### src/rtl/comp_pkt_arbiter.sv
`timescale 1ns/1ps
`default_nettype none
// ============================================================================
//  Module      : comp_pkt_arbiter
//  Description : Packet-granular round-robin arbiter that shares one
//                bit-plane compression encoder between NUM_CH requesters.
//                It grants whole packets and passes beats to the encoder
//                combinationally. Packet length is enforced at BEATS beats.
//                A tag FIFO records the owner of each packet in flight
//                through the encoder.
//  Ports       : clk, rst_n             - clock, async active-low reset
//                req_*                  - per-channel request streams
//                                         (channel k data at [k*DW +: DW])
//                cmp_data/valid/sop/eop - stream into the encoder
//                cmp_ready_i            - encoder input ready
//                cmp_out_valid/eop/ready_i - snoop of encoder output handshake
//                tag_o, tag_valid_o     - owner of packet at encoder output
//                busy_o                 - a packet transfer is in progress
//                err_len_o              - one-cycle pulse on length violation
//  Revision    : 1.0 - initial release
// ============================================================================
module comp_pkt_arbiter #(
    parameter int NUM_CH    = 4,
    parameter int DW        = 64,
    parameter int BEATS     = 16,
    parameter int TAG_DEPTH = 4
) (
    input  logic                      clk,
    input  logic                      rst_n,
    input  logic [NUM_CH*DW-1:0]      req_data_i,
    input  logic [NUM_CH-1:0]         req_valid_i,
    input  logic [NUM_CH-1:0]         req_sop_i,
    input  logic [NUM_CH-1:0]         req_eop_i,
    output logic [NUM_CH-1:0]         req_ready_o,
    output logic [DW-1:0]             cmp_data_o,
    output logic                      cmp_valid_o,
    output logic                      cmp_sop_o,
    output logic                      cmp_eop_o,
    input  logic                      cmp_ready_i,
    input  logic                      cmp_out_valid_i,
    input  logic                      cmp_out_eop_i,
    input  logic                      cmp_out_ready_i,
    output logic [$clog2(NUM_CH)-1:0] tag_o,
    output logic                      tag_valid_o,
    output logic                      busy_o,
    output logic                      err_len_o
);

    localparam int TW = $clog2(NUM_CH);
    localparam int CW = $clog2(BEATS);
    localparam int AW = $clog2(TAG_DEPTH);
    localparam logic [CW-1:0] C_LAST_BEAT = CW'(BEATS - 1);
    localparam logic [TW-1:0] C_RR_INIT   = TW'(NUM_CH - 1);
    localparam logic [AW:0]   C_FIFO_FULL = (AW+1)'(TAG_DEPTH);

    typedef enum logic [0:0] {
        IDLE = 1'b0,
        XFER = 1'b1
    } state_t;

    state_t        r_state;
    logic [TW-1:0] r_gnt;
    logic [TW-1:0] r_rr_ptr;
    logic [CW-1:0] r_beat_cnt;
    logic          r_err_len;
    logic [TW-1:0] r_tag_mem [TAG_DEPTH];
    logic [AW-1:0] r_wr_ptr;
    logic [AW-1:0] r_rd_ptr;
    logic [AW:0]   r_tag_cnt;

    logic [DW-1:0]     w_ch_data [NUM_CH];
    logic [NUM_CH-1:0] w_elig;
    logic              w_any_elig;
    logic [TW-1:0]     w_sel;
    logic              w_full;
    logic              w_grant;
    logic              w_pop;
    logic              w_accept;
    logic              w_last;
    logic              w_src_eop;

    genvar gk;
    generate
        for (gk = 0; gk < NUM_CH; gk++) begin : g_unpack
            assign w_ch_data[gk] = req_data_i[gk*DW +: DW];
        end
    endgenerate

    // Only a sop head beat makes a channel eligible; a stray non-sop beat
    // is never granted.
    assign w_elig = req_valid_i & req_sop_i;

    // Round-robin search starting just after the last granted channel.
    always_comb begin : p_rr_search
        logic [TW-1:0] cand;
        cand       = '0;
        w_any_elig = 1'b0;
        w_sel      = '0;
        for (int i = 1; i <= NUM_CH; i++) begin
            cand = TW'((int'(r_rr_ptr) + i) % NUM_CH);
            if (!w_any_elig && w_elig[cand]) begin
                w_any_elig = 1'b1;
                w_sel      = cand;
            end
        end
    end

    assign w_last    = (r_beat_cnt == C_LAST_BEAT);
    assign w_src_eop = req_eop_i[r_gnt];

    // Zero-latency pass-through from the granted channel.
    always_comb begin
        req_ready_o = '0;
        cmp_data_o  = '0;
        cmp_valid_o = 1'b0;
        cmp_sop_o   = 1'b0;
        cmp_eop_o   = 1'b0;
        if (r_state == XFER) begin
            req_ready_o[r_gnt] = cmp_ready_i;
            cmp_data_o         = w_ch_data[r_gnt];
            cmp_valid_o        = req_valid_i[r_gnt];
            cmp_sop_o          = (r_beat_cnt == '0);
            // A missing source eop is forced on the last allowed beat.
            cmp_eop_o          = w_src_eop || w_last;
        end
    end

    assign w_accept = cmp_valid_o && cmp_ready_i;
    // Full uses the registered count, so a same-cycle pop cannot unblock.
    assign w_full   = (r_tag_cnt == C_FIFO_FULL);
    assign w_grant  = (r_state == IDLE) && w_any_elig && !w_full;
    assign w_pop    = cmp_out_valid_i && cmp_out_ready_i && cmp_out_eop_i &&
                      (r_tag_cnt != '0);

    always_ff @(posedge clk or negedge rst_n) begin
        if (!rst_n) begin
            r_state    <= IDLE;
            r_gnt      <= '0;
            r_rr_ptr   <= C_RR_INIT;
            r_beat_cnt <= '0;
            r_err_len  <= 1'b0;
        end else begin
            r_err_len <= 1'b0;
            case (r_state)
                IDLE: begin
                    if (w_grant) begin
                        r_gnt      <= w_sel;
                        r_rr_ptr   <= w_sel;
                        r_beat_cnt <= '0;
                        r_state    <= XFER;
                    end
                end
                XFER: begin
                    if (w_accept) begin
                        if (cmp_eop_o) begin
                            r_beat_cnt <= '0;
                            r_state    <= IDLE;
                            // Flags both early eop and forced truncation.
                            r_err_len  <= (w_src_eop != w_last);
                        end else begin
                            r_beat_cnt <= r_beat_cnt + CW'(1);
                        end
                    end
                end
                default: r_state <= IDLE;
            endcase
        end
    end

    // Tag FIFO: one entry per granted packet, retired on encoder output eop.
    always_ff @(posedge clk or negedge rst_n) begin
        if (!rst_n) begin
            r_wr_ptr  <= '0;
            r_rd_ptr  <= '0;
            r_tag_cnt <= '0;
            for (int i = 0; i < TAG_DEPTH; i++) begin
                r_tag_mem[i] <= '0;
            end
        end else begin
            if (w_grant) begin
                r_tag_mem[r_wr_ptr] <= w_sel;
                r_wr_ptr            <= r_wr_ptr + AW'(1);
            end
            if (w_pop) begin
                r_rd_ptr <= r_rd_ptr + AW'(1);
            end
            case ({w_grant, w_pop})
                2'b10:   r_tag_cnt <= r_tag_cnt + (AW+1)'(1);
                2'b01:   r_tag_cnt <= r_tag_cnt - (AW+1)'(1);
                default: r_tag_cnt <= r_tag_cnt;
            endcase
        end
    end

    assign tag_o       = r_tag_mem[r_rd_ptr];
    assign tag_valid_o = (r_tag_cnt != '0);
    assign busy_o      = (r_state == XFER);
    assign err_len_o   = r_err_len;

endmodule
`default_nettype wire

### config.mk
export PLATFORM = sky130hd
export DESIGN_NAME = comp_pkt_arbiter
export DESIGN_NICKNAME = d
export VERILOG_FILES = /design/src/rtl/comp_pkt_arbiter.sv
export SDC_FILE = /design/constraint.sdc
export NUM_CORES = 1
export LEC_CHECK = 0
export ABC_AREA = 0
export BUFFER_PORTS_ARGS = -buffer_cell sky130_fd_sc_hd__buf_4
export CAP_MARGIN = 20
export CORE_AREA = 4 4 133 135
export DETAILED_ROUTE_END_ITERATION = 8
export DIE_AREA = 0 0 137 139
export SETUP_SLACK_MARGIN = 0.5
export SYNTH_ARGS = -nofsm -noshare
export SYNTH_HDL_FRONTEND = slang
export SYNTH_SLANG_ARGS = --single-unit
### constraint.sdc
create_clock -name clk -period 2.65 [get_ports clk]
set_input_delay 0.1325 -clock clk [delete_from_list [all_inputs] [get_ports clk]]
set_output_delay 0.1325 -clock clk [all_outputs]
set_load 0.02 [all_outputs]
; ---- Word level (Yosys, flattened, before mapping)
; Index checks and enable logic that the tools add are counted.
[classes]
add_sub_neg = 9
magnitude_cmp = 10
n_eq_ne = 7
mux = 48
n_bitwise = 6
reduce_logical = 21
[op_table]
columns = operator, n
row1 = $mux W64, 3
row2 = $bmux W64 S2, 1
row3 = $mux W1, 20
row4 = $mux W4, 4
row5 = $lt A2 B3 Y1 const B, 5
row6 = $mux W2, 7
row7 = $bmux W1 S2, 6
row8 = $logic_and A1 B1 Y1, 11
row9 = $ge A3 B3 Y1 const B, 3
row10 = $not A2 Y3, 3
row11 = $add A2 B1 Y2 const B, 4
row12 = $and A4 B4 Y4, 2
row13 = $bwmux W8, 1
row14 = $pmux W4 S2, 1
row15 = $pmux W3 S2, 1
row16 = $add A2 B2 Y2 const B, 2
row17 = $add A4 B1 Y4 const B, 1
row18 = $bmux W2 S2, 1
row19 = $demux W2 S2, 1
row20 = $eq A4 B4 Y1 const B, 1
row21 = $logic_not A1 Y1, 4
row22 = $logic_not A4 Y1, 1
row23 = $reduce_and A2 Y1, 2
row24 = $add A3 B1 Y3 const B, 1
row25 = other kinds (15), 15
[totals]
register_bits = 25
output_inout_bits = 76
word_cells = 113

; ---- Depth between registers and ports, before layout
; Gate-level depths: netlist of run 1.
[logic_depth]
word_depth = 17
ltp_mapped = 10
depth_no_buf = 9

; ---- Worst setup path after synthesis of run 1
; Ideal clock, no wire load.
[synth_path]
path_kind = register to register
startpoint = register r_tag_cnt[1]
endpoint = register r_tag_cnt[1]
setup_time_ps = 83
arrival_time_ps = 1929
required_time_ps = 2567
setup_slack_ps = 638
stages_incl_launch_ff = 7
synth_period_minus_slack_ps = 2012
cell_sequence = dfrtp_1 -> or3_1 -> and4_1 -> ha_1 -> inv_1 -> fa_1 -> o21ai_0
[synth_between]
elab_cells_between_ends = 11
[synth_rtl]
columns = element, line
row1 = from (decl), 69  ; logic [AW:0] r_tag_cnt;
row2 = from (signal assigned), 188  ; 2'b10: r_tag_cnt <= r_tag_cnt + (AW+1)'(1);
row3 = from (signal assigned), 189  ; 2'b01: r_tag_cnt <= r_tag_cnt - (AW+1)'(1);
row4 = from (signal assigned), 190  ; default: r_tag_cnt <= r_tag_cnt;
row5 = $reduce_bool A3 Y1 *, -
row6 = named net tag_valid_o, 44  ; output logic tag_valid_o,
row7 = $logic_and A1 B1 Y1 *, 132  ; assign w_pop = cmp_out_valid_i && cmp_out_ready_i && cmp_out_eop_i &&
row8 = named net w_pop, 77  ; logic w_pop;
row9 = $eq A2 B1 Y1 / $eq A2 B2 Y1 (equally long branches), 187  ; case ({w_grant, w_pop})
row10 = $pmux W3 S2 / $reduce_bool A2 Y1 (equally long branches), -
; Mark *: on every way through the listed nets, which the timed path passes. The rest lies on a longest branch.
; A chain may end at the register's enable or synchronous reset.

; ---- Worst setup path in the final report of run 1
[layout_path]
startpoint = register r_gnt[0]
endpoint = output cmp_data_o[52]
[layout_between]
elab_chain_len = 5
[layout_rtl]
columns = element, line
row1 = from (decl), 62  ; logic [TW-1:0] r_gnt;
row2 = from (signal assigned), 147  ; r_gnt <= w_sel;
row3 = $not A2 Y3 (implied by the code), 120  ; cmp_data_o = w_ch_data[r_gnt];
row4 = $bmux W64 S2, 120
row5 = $mux W64 (implied by the code) (2 in a row), 120
row6 = $mux W64, 118  ; if (r_state == XFER) begin
row7 = to (decl), 35  ; output logic [DW-1:0] cmp_data_o,
; Every way passes these cells. The select of a mux whose other input is x is not followed.

==> results.sh, run 1 <==
export IMPL_crit_required_ps=2520
export IMPL_hold_depth=3
export IMPL_wl_mm=18.3
export IMPL_min_period_ps=2090
export IMPL_area_delta_synth_final_pct=87.1
export IMPL_grt_ovfl_total=0
export IMPL_hold_class="input port to flop"
export IMPL_placed_cell_area_mm2=0.00627
export IMPL_yosys_most_used_dff="dfrtp_1"
export IMPL_ant_nets=0
export IMPL_viasPerCell=4.72
export IMPL_fin_crit_sh=0.787
export IMPL_r2r_end="r_tag_cnt[2]$_DFFE_PN0P_"
export IMPL_crit_path_cell_trace="clkbuf_8 > mux4_2 > and2_1 > buf_4"
export IMPL_end_kind="primary output"
export IMPL_drive_above_1_share=0.725
export IMPL_die_w_um=137
export IMPL_antenna_found_initial=3
export IMPL_synth_area_mm2=0.00343
export IMPL_worstPathMaxFanout=27
export IMPL_htree_levels=1
export IMPL_cts_sinks=25
export IMPL_fp_row_count=47
export IMPL_maxCapViolations=0
export IMPL_start_util=0.208
export IMPL_pre_cts_ws_ps=632
export IMPL_rsz0062_at_grt="yes"
export IMPL_crit_family="multiplexers"
export IMPL_post_synth_inst_count=282
export IMPL_synth_top_area_share=0.447
export IMPL_grt_max_degree=75
export IMPL_async_flop_share=1.00
export IMPL_fin_skew_ps=3.38
export IMPL_worst_slack_ps=564
export IMPL_power_mw=6.15
export IMPL_grt_pass1_vias=4171
export IMPL_placed_cells=832
export IMPL_n_antenna_cell=0
export IMPL_initialDrtViolationCount=178
export IMPL_clkLatencyLatePin_ps=260
export IMPL_min_from="cmp_ready_i"
export IMPL_slew_viol_final=0
export IMPL_tightest_slew_ps=660
export IMPL_finalHoldViolations=0
export IMPL_drc=0
export IMPL_synth_edf_count=0
export IMPL_grt_pass1_wl_mm=25.8
export IMPL_start_kind="flop"
export IMPL_r2r_cells=8
export IMPL_ys_ff_latch=25
export IMPL_cts_buffer_depth=2
export IMPL_synth_seq_area_share=0.183
export IMPL_arrival_ps=1950
export IMPL_critical_path_slowest_cell="mux4_2"
export IMPL_clk_pin_slew_ps=70
export IMPL_synth_nets=565
export IMPL_dpl_hpwl_mm=15.9
export IMPL_slowest_delay_ps=560
export IMPL_dieHeight_um=139
export IMPL_port_buffer_count=349
export IMPL_syn_avg_cell_area_um2=12.1
export IMPL_power_density_mw_per_mm2=959
export IMPL_yosysUniqueCellTypes=42
export IMPL_post_drt_wl_per_cell_um=21.7
export IMPL_hold_worst_slack_ps=193
export IMPL_nets=905
export IMPL_cts_tree="yes"
export IMPL_vias=3966
export IMPL_status="finished clean"
export IMPL_slew_headroom=0.560
export IMPL_setup_tns_ps=0
export IMPL_io_pins=350
export IMPL_finalInstanceArea_mm2=0.00641
export IMPL_ys_top_cells_by_area="mux4_2, dfrtp_1, and2_1"
export IMPL_stdcell_count=841
export IMPL_grt_usage=0.177
export IMPL_crit_type="flop to primary output"
export IMPL_fmax_ghz=0.479
export IMPL_cts_buffers=3
export IMPL_detailedRoute_firstPassIterationCount=4
export IMPL_place_congestion=0.980
export IMPL_root_buffer="clkbuf_16"
export IMPL_regToRegSetupSlack_ps=630
export IMPL_ys_warn_count=0
export IMPL_critical_path_buf_inv_count=2
export IMPL_ir_drop_v=0.000557
export IMPL_die_area_mm2=0.0190
export IMPL_hold_end="err_len_o$_DFF_PN0_"
export IMPL_r2r_start="r_tag_cnt[1]$_DFFE_PN0P_"
export IMPL_coreArea_mm2=0.0165
export IMPL_synth_area_leader_cell="mux4_2"
export IMPL_fin_util=0.389
export IMPL_leakagePower_nw=3.02
export IMPL_setup_violations=0
[power breakdown]
group,internal [mW],switching (mW)
Combinational,2.61,2.44
Clock,0.209,0.144
Sequential,0.575,0.165
[tightest hold or removal path, stage by stage]
cell and delay [ps]:
buf_4 130, nand2_1 100, nor2_1 60
[synthesized netlist by cell type, types with 3 or more instances]
| library cell | n |
|---|---|
| nor3_1 | 4 |
| ha_1 | 8 |
| mux4_2 | 68 |
| inv_1 | 11 |
| buf_2 | 11 |
| xor2_1 | 3 |
| clkbuf_1 | 11 |
| nor2_1 | 8 |
| nand2_1 | 13 |
| mux2_1 | 3 |
| mux2_2 | 8 |
| o21ai_0 | 3 |
| xnor2_1 | 3 |
| and2_1 | 66 |
| nand3_1 | 8 |
| dfrtp_1 | 23 |
[area by class of cell]
class                           instances  area (µm²)
Fill cell                            1646       10100
Timing Repair Buffer                  360        2740
Multi-Input combinational cell        221        2640
Sequential cell                        25         637
Tap cell                              220         275
Clock buffer                            3        75.1
Inverter                               11        41.3
Clock inverter                          1        8.76
[how the worst max path moves through the flow]
stage,from,endpoint,slack [ps],cells after the start
floorplan,r_tag_cnt[1]$_DFFE_PN0P_,r_tag_cnt[1]$_DFFE_PN0P_,640,6
global placement,r_tag_cnt[1]$_DFFE_PN0P_,r_tag_cnt[2]$_DFFE_PN0P_,670,8
detailed placement,r_tag_cnt[1]$_DFFE_PN0P_,r_tag_cnt[2]$_DFFE_PN0P_,630,8
CTS,r_gnt[0]$_DFFE_PN0P_,cmp_data_o[15],520,4
global route,r_gnt[0]$_DFFE_PN0P_,cmp_data_o[15],460,4
finish,r_gnt[0]$_DFFE_PN0P_,cmp_data_o[52],560,4
[cell families (layout without fill, tap and decap cells)]
family	Yosys count	count (layout)	share of synthesized area
buffers and inverters	36	375	0.0467
flip-flops	25	25	0.183
multiplexers	83	83	0.498
AO/OA/AOI/OAI	14	14	0.0365
adder cells (fa/ha/maj)	9	9	0.0351
XOR/XNOR	6	6	0.0153
AND/OR/NAND/NOR	109	109	0.185
[timing repair]
item                                   in CTS  in global routing
hold buffers                                1                  0
pin swaps                                   0                  0
gates resized for setup                     1                  3
endpoints found under the hold margin      23                  0
buffers inserted                            0                  4
setup endpoints to repair                  23                 30
[flip-flops by register name, summed over array words and instances (netlist names)]
signal,count
r_tag_mem,8
r_rd_ptr,2
err_len_o,1
r_tag_cnt,3
busy_o,1
r_gnt,2
r_rr_ptr,2
r_beat_cnt,4
r_wr_ptr,2
[per-layer routing]
layer | part of all wire | GRT usage | routed length [µm]
met2 | 0.51 | 0.310 | 9390
met3 | 0.086 | 0.0414 | 1570
met1 | 0.38 | 0.220 | 6900
met5 | 0.0022 | 0 | 41
met4 | 0.019 | 0.0378 | 355
[placed cells by master, fill, tap and decap left out, types with 2 or more instances in the layout]
cell       instances
nand2_4            2
dfrtp_4            2
xnor2_1            3
mux2_2             8
buf_4            356
nor2_1             8
inv_1             11
nor3_1             4
mux4_2            68
mux2_4             2
mux2i_1            2
nand2_1           13
dfrtp_1           20
and2_1            66
dfstp_2            2
mux2_1             3
nand3_1            8
o21ai_0            3
xor2_1             3
clkbuf_16          3
nor3b_1            2
ha_1               8
(Power assumes the default switching activity.)
==> run 2, diff against run 1 <==
--- a/config.mk
+++ b/config.mk
@@ -5,12 +5,12 @@
 export SDC_FILE = /design/constraint.sdc
 export NUM_CORES = 1
 export LEC_CHECK = 0
-export ABC_AREA = 0
+export ABC_AREA = 1
 export BUFFER_PORTS_ARGS = -buffer_cell sky130_fd_sc_hd__buf_4
 export CAP_MARGIN = 20
-export CORE_AREA = 4 4 133 135
+export CORE_AREA = 4 4 135 137
 export DETAILED_ROUTE_END_ITERATION = 8
-export DIE_AREA = 0 0 137 139
+export DIE_AREA = 0 0 139 141
 export SETUP_SLACK_MARGIN = 0.5
 export SYNTH_ARGS = -nofsm -noshare
 export SYNTH_HDL_FRONTEND = slang
==> constraint.sdc (replaced) <==
create_clock -name clk -period 1.89 [get_ports clk]
set_input_delay 0.0945 -clock clk [delete_from_list [all_inputs] [get_ports clk]]
set_output_delay 0.0945 -clock clk [all_outputs]
set_load 0.02 [all_outputs]
==> run 2 against run 1 <==
Effect of this change:
- the flow now finishes with violations (negative setup slack)
- critical path depth increased by 8
- sequential share of layout area fell by 3.0 points
- non-clock buffer count increased by 111
- die area is 2.9% higher
- core utilization rose by 15 points
- clock-buffer cell count is the same
- via count rose by 44%
- final area increased by 43%
- clock power grew 43%
- total power grew to 2.6 times the previous value
- critical path type is now flop to flop
- largest cell class unchanged
==> results.sh, run 2 <==
export IMPL_status="finished, violations left"
export IMPL_violations="negative setup slack"
export IMPL_coreArea_mm2=0.0171
export IMPL_largest_reg_flops=8
export IMPL_hold_worst_slack_ps=190
export IMPL_detailedRoute_firstPassIterationCount=5
export IMPL_clkLatencyLatePin_ps=270
export IMPL_grt_ovfl_total=0
export IMPL_synth_edf_count=0
export IMPL_ir_drop_v=0.000788
export IMPL_setup_tns_ps=-6620
export IMPL_port_buffer_count=349
export IMPL_power_mw=15.7
export IMPL_crit_required_ps=2080
export IMPL_worstPathMaxFanout=8
export IMPL_arrival_ps=2390
export IMPL_grt_usage=0.241
export IMPL_root_buffer="clkbuf_16"
export IMPL_cts_buffers=3
export IMPL_worst_slack_ps=-316
export IMPL_end_kind="flop"
export IMPL_fin_crit_sh=1.17
export IMPL_yosys_top_cells_count="a22oi_1, nand2_1, a21oi_1"
export IMPL_synth_seq_area_share=0.200
export IMPL_start_util=0.184
export IMPL_dpl_hpwl_mm=16.4
export IMPL_async_flop_share=1.00
export IMPL_ant_nets=0
export IMPL_synth_area_leader_cell="a22oi_1"
export IMPL_ys_warn_count=0
export IMPL_crit_type="flop to flop"
export IMPL_placed_cell_area_mm2=0.00640
export IMPL_yosys_most_used_dff="dfrtp_1"
export IMPL_finalHoldViolations=0
export IMPL_post_drt_wl_per_cell_um=23.4
export IMPL_synth_most_common_cell="a22oi_1"
export IMPL_htree_levels=1
export IMPL_ys_top_cells_by_area="a22oi_1, dfrtp_1, a21oi_1"
export IMPL_placed_cells=1022
export IMPL_antenna_found_initial=15
export IMPL_hold_class="input port to flop"
export IMPL_area_delta_synth_final_pct=191
export IMPL_wl_mm=26.3
export IMPL_min_period_ps=2210
export IMPL_maxCapViolations=0
export IMPL_fmax_ghz=0.453
export IMPL_drive_above_1_share=0.799
export IMPL_rsz0062_at_grt="yes"
export IMPL_grt_pass1_vias=5867
export IMPL_stdcell_count=1124
export IMPL_dieHeight_um=141
export IMPL_place_congestion=0.901
export IMPL_mostFrequentLayoutCell="buf_4"
export IMPL_layout_common_cells="buf_4, a22oi_2, buf_6"
export IMPL_nets=1181
export IMPL_slew_viol_final=0
export IMPL_initialDrtViolationCount=259
export IMPL_cts_sinks=25
export IMPL_grt_pass1_wl_mm=36.5
export IMPL_largestRegisters="r_tag_mem: 8 flops, r_beat_cnt: 4 flops, r_tag_cnt: 3 flops"
export IMPL_synth_nets=743
export IMPL_vias=5704
export IMPL_start_kind="flop"
export IMPL_power_density_mw_per_mm2=1710
export IMPL_die_w_um=139
export IMPL_viasPerCell=5.07
export IMPL_grt_max_degree=26
export IMPL_fp_row_count=48
export IMPL_finalInstanceArea_mm2=0.00914
export IMPL_cts_tree="yes"
export IMPL_ys_ff_latch=25
export IMPL_die_area_mm2=0.0196
export IMPL_tightest_slew_ps=309
export IMPL_yosysUniqueCellTypes=30
export IMPL_top_register="r_tag_mem"
export IMPL_setup_violations=68
export IMPL_synth_area_mm2=0.00314
export IMPL_drc=0
export IMPL_post_synth_inst_count=460
export IMPL_io_pins=350
export IMPL_slew_headroom=0.792
export IMPL_synth_top_area_share=0.306
export IMPL_fin_skew_ps=9.75
export IMPL_syn_avg_cell_area_um2=6.83
export IMPL_leakagePower_nw=4.07
export IMPL_cts_buffer_depth=2
export IMPL_clk_pin_slew_ps=70
[run 2: cell count changes in the layout (fill, tap and decap cells not counted), sizes merged, moves of 13 or more]
cell   delta
a21oi    +67
a22oi   +126
and2     -66
buf     +109
mux2     -13
mux4     -68
nand2    +70
nand3    +19
nor2     +13
[run 2: path summary, 6_finish.rpt]
| path | end | slack, ps | startpoint | cells past startpoint |
|---|---|---|---|---|
| worst min-delay path | err_len_o$_DFF_PN0_ | 190 | cmp_ready_i | 3 |
| max in group asynchronous | r_rr_ptr[1]$_DFFE_PN1P_ | 1340 | rst_n | 2 |
| worst max-delay path | r_tag_cnt[1]$_DFFE_PN0P_ | -320 | r_rr_ptr[0]$_DFFE_PN1P_ | 12 |
| worst max register to register | r_tag_cnt[1]$_DFFE_PN0P_ | -320 | r_rr_ptr[0]$_DFFE_PN1P_ | 12 |
| worst min register to register | r_tag_mem[5]$_DFFE_PN0P_ | 490 | r_tag_mem[5]$_DFFE_PN0P_ | 2 |
| min in group asynchronous | r_tag_mem[4]$_DFFE_PN0P_ | 260 | rst_n | 2 |
[run 2: cell type report]
class | count | area, µm²
clock buffers | 3 | 75.1
inverters | 26 | 129
flip-flops and latches | 25 | 632
well taps | 225 | 282
multi-input cells | 371 | 3240
diodes | 2 | 5.00
clock inverters | 1 | 8.76
fillers | 1541 | 7920
repair buffers | 471 | 4770
[run 2: worst max-delay path, cell delays in order, from the launching register on]
cell	delay [ps]
dfstp_2	660
inv_4	70
buf_6	140
nand2_4	80
nand2_4	60
nand2_2	80
nand2_4	60
nand4_4	110
nand2_4	70
ha_4	160
inv_2	50
fa_2	420
o21ai_1	160
[run 2: through the flow]
| step | setup WS (ps) | util |
|---|---|---|
| floorplan | -361 | - |
| global placement | -273 | 0.375 |
| detailed placement | -337 | 0.375 |
| CTS | -301 | 0.507 |
| global route | -417 | 0.536 |
| finish | -316 | 0.536 |
[run 2: kinds of logic after synthesis]
kind of cell | synth area share
compound gates | 0.448
simple gates | 0.202
buf+inv | 0.0952
flops | 0.200
fa+ha+maj | 0.0382
xor+xnor | 0.0167
[run 2: routing by layer]
metal,share of wire,vias to the layer above,track usage
li1,-,2618,-
met1,0.37,2715,0.275
met2,0.50,281,0.409
met3,0.099,64,0.105
met4,0.027,26,0.0726
met5,0.0059,-,0
[run 2: what timing repair did]
action | in CTS | in global routing
pin swaps | 129 | 55
hold endpoints to repair | 23 | 0
gates cloned | 28 | 4
gates resized for setup | 229 | 75
hold buffers | 1 | 0
setup buffers | 49 | 14
setup endpoints to repair | 89 | 96
[run 2: power breakdown]
group / internal [mW] / switching, mW / total (mW)
Clock: 0.293 / 0.212 / 0.505
Sequential: 0.786 / 0.277 / 1.06
Combinational: 7.20 / 6.91 / 14.1
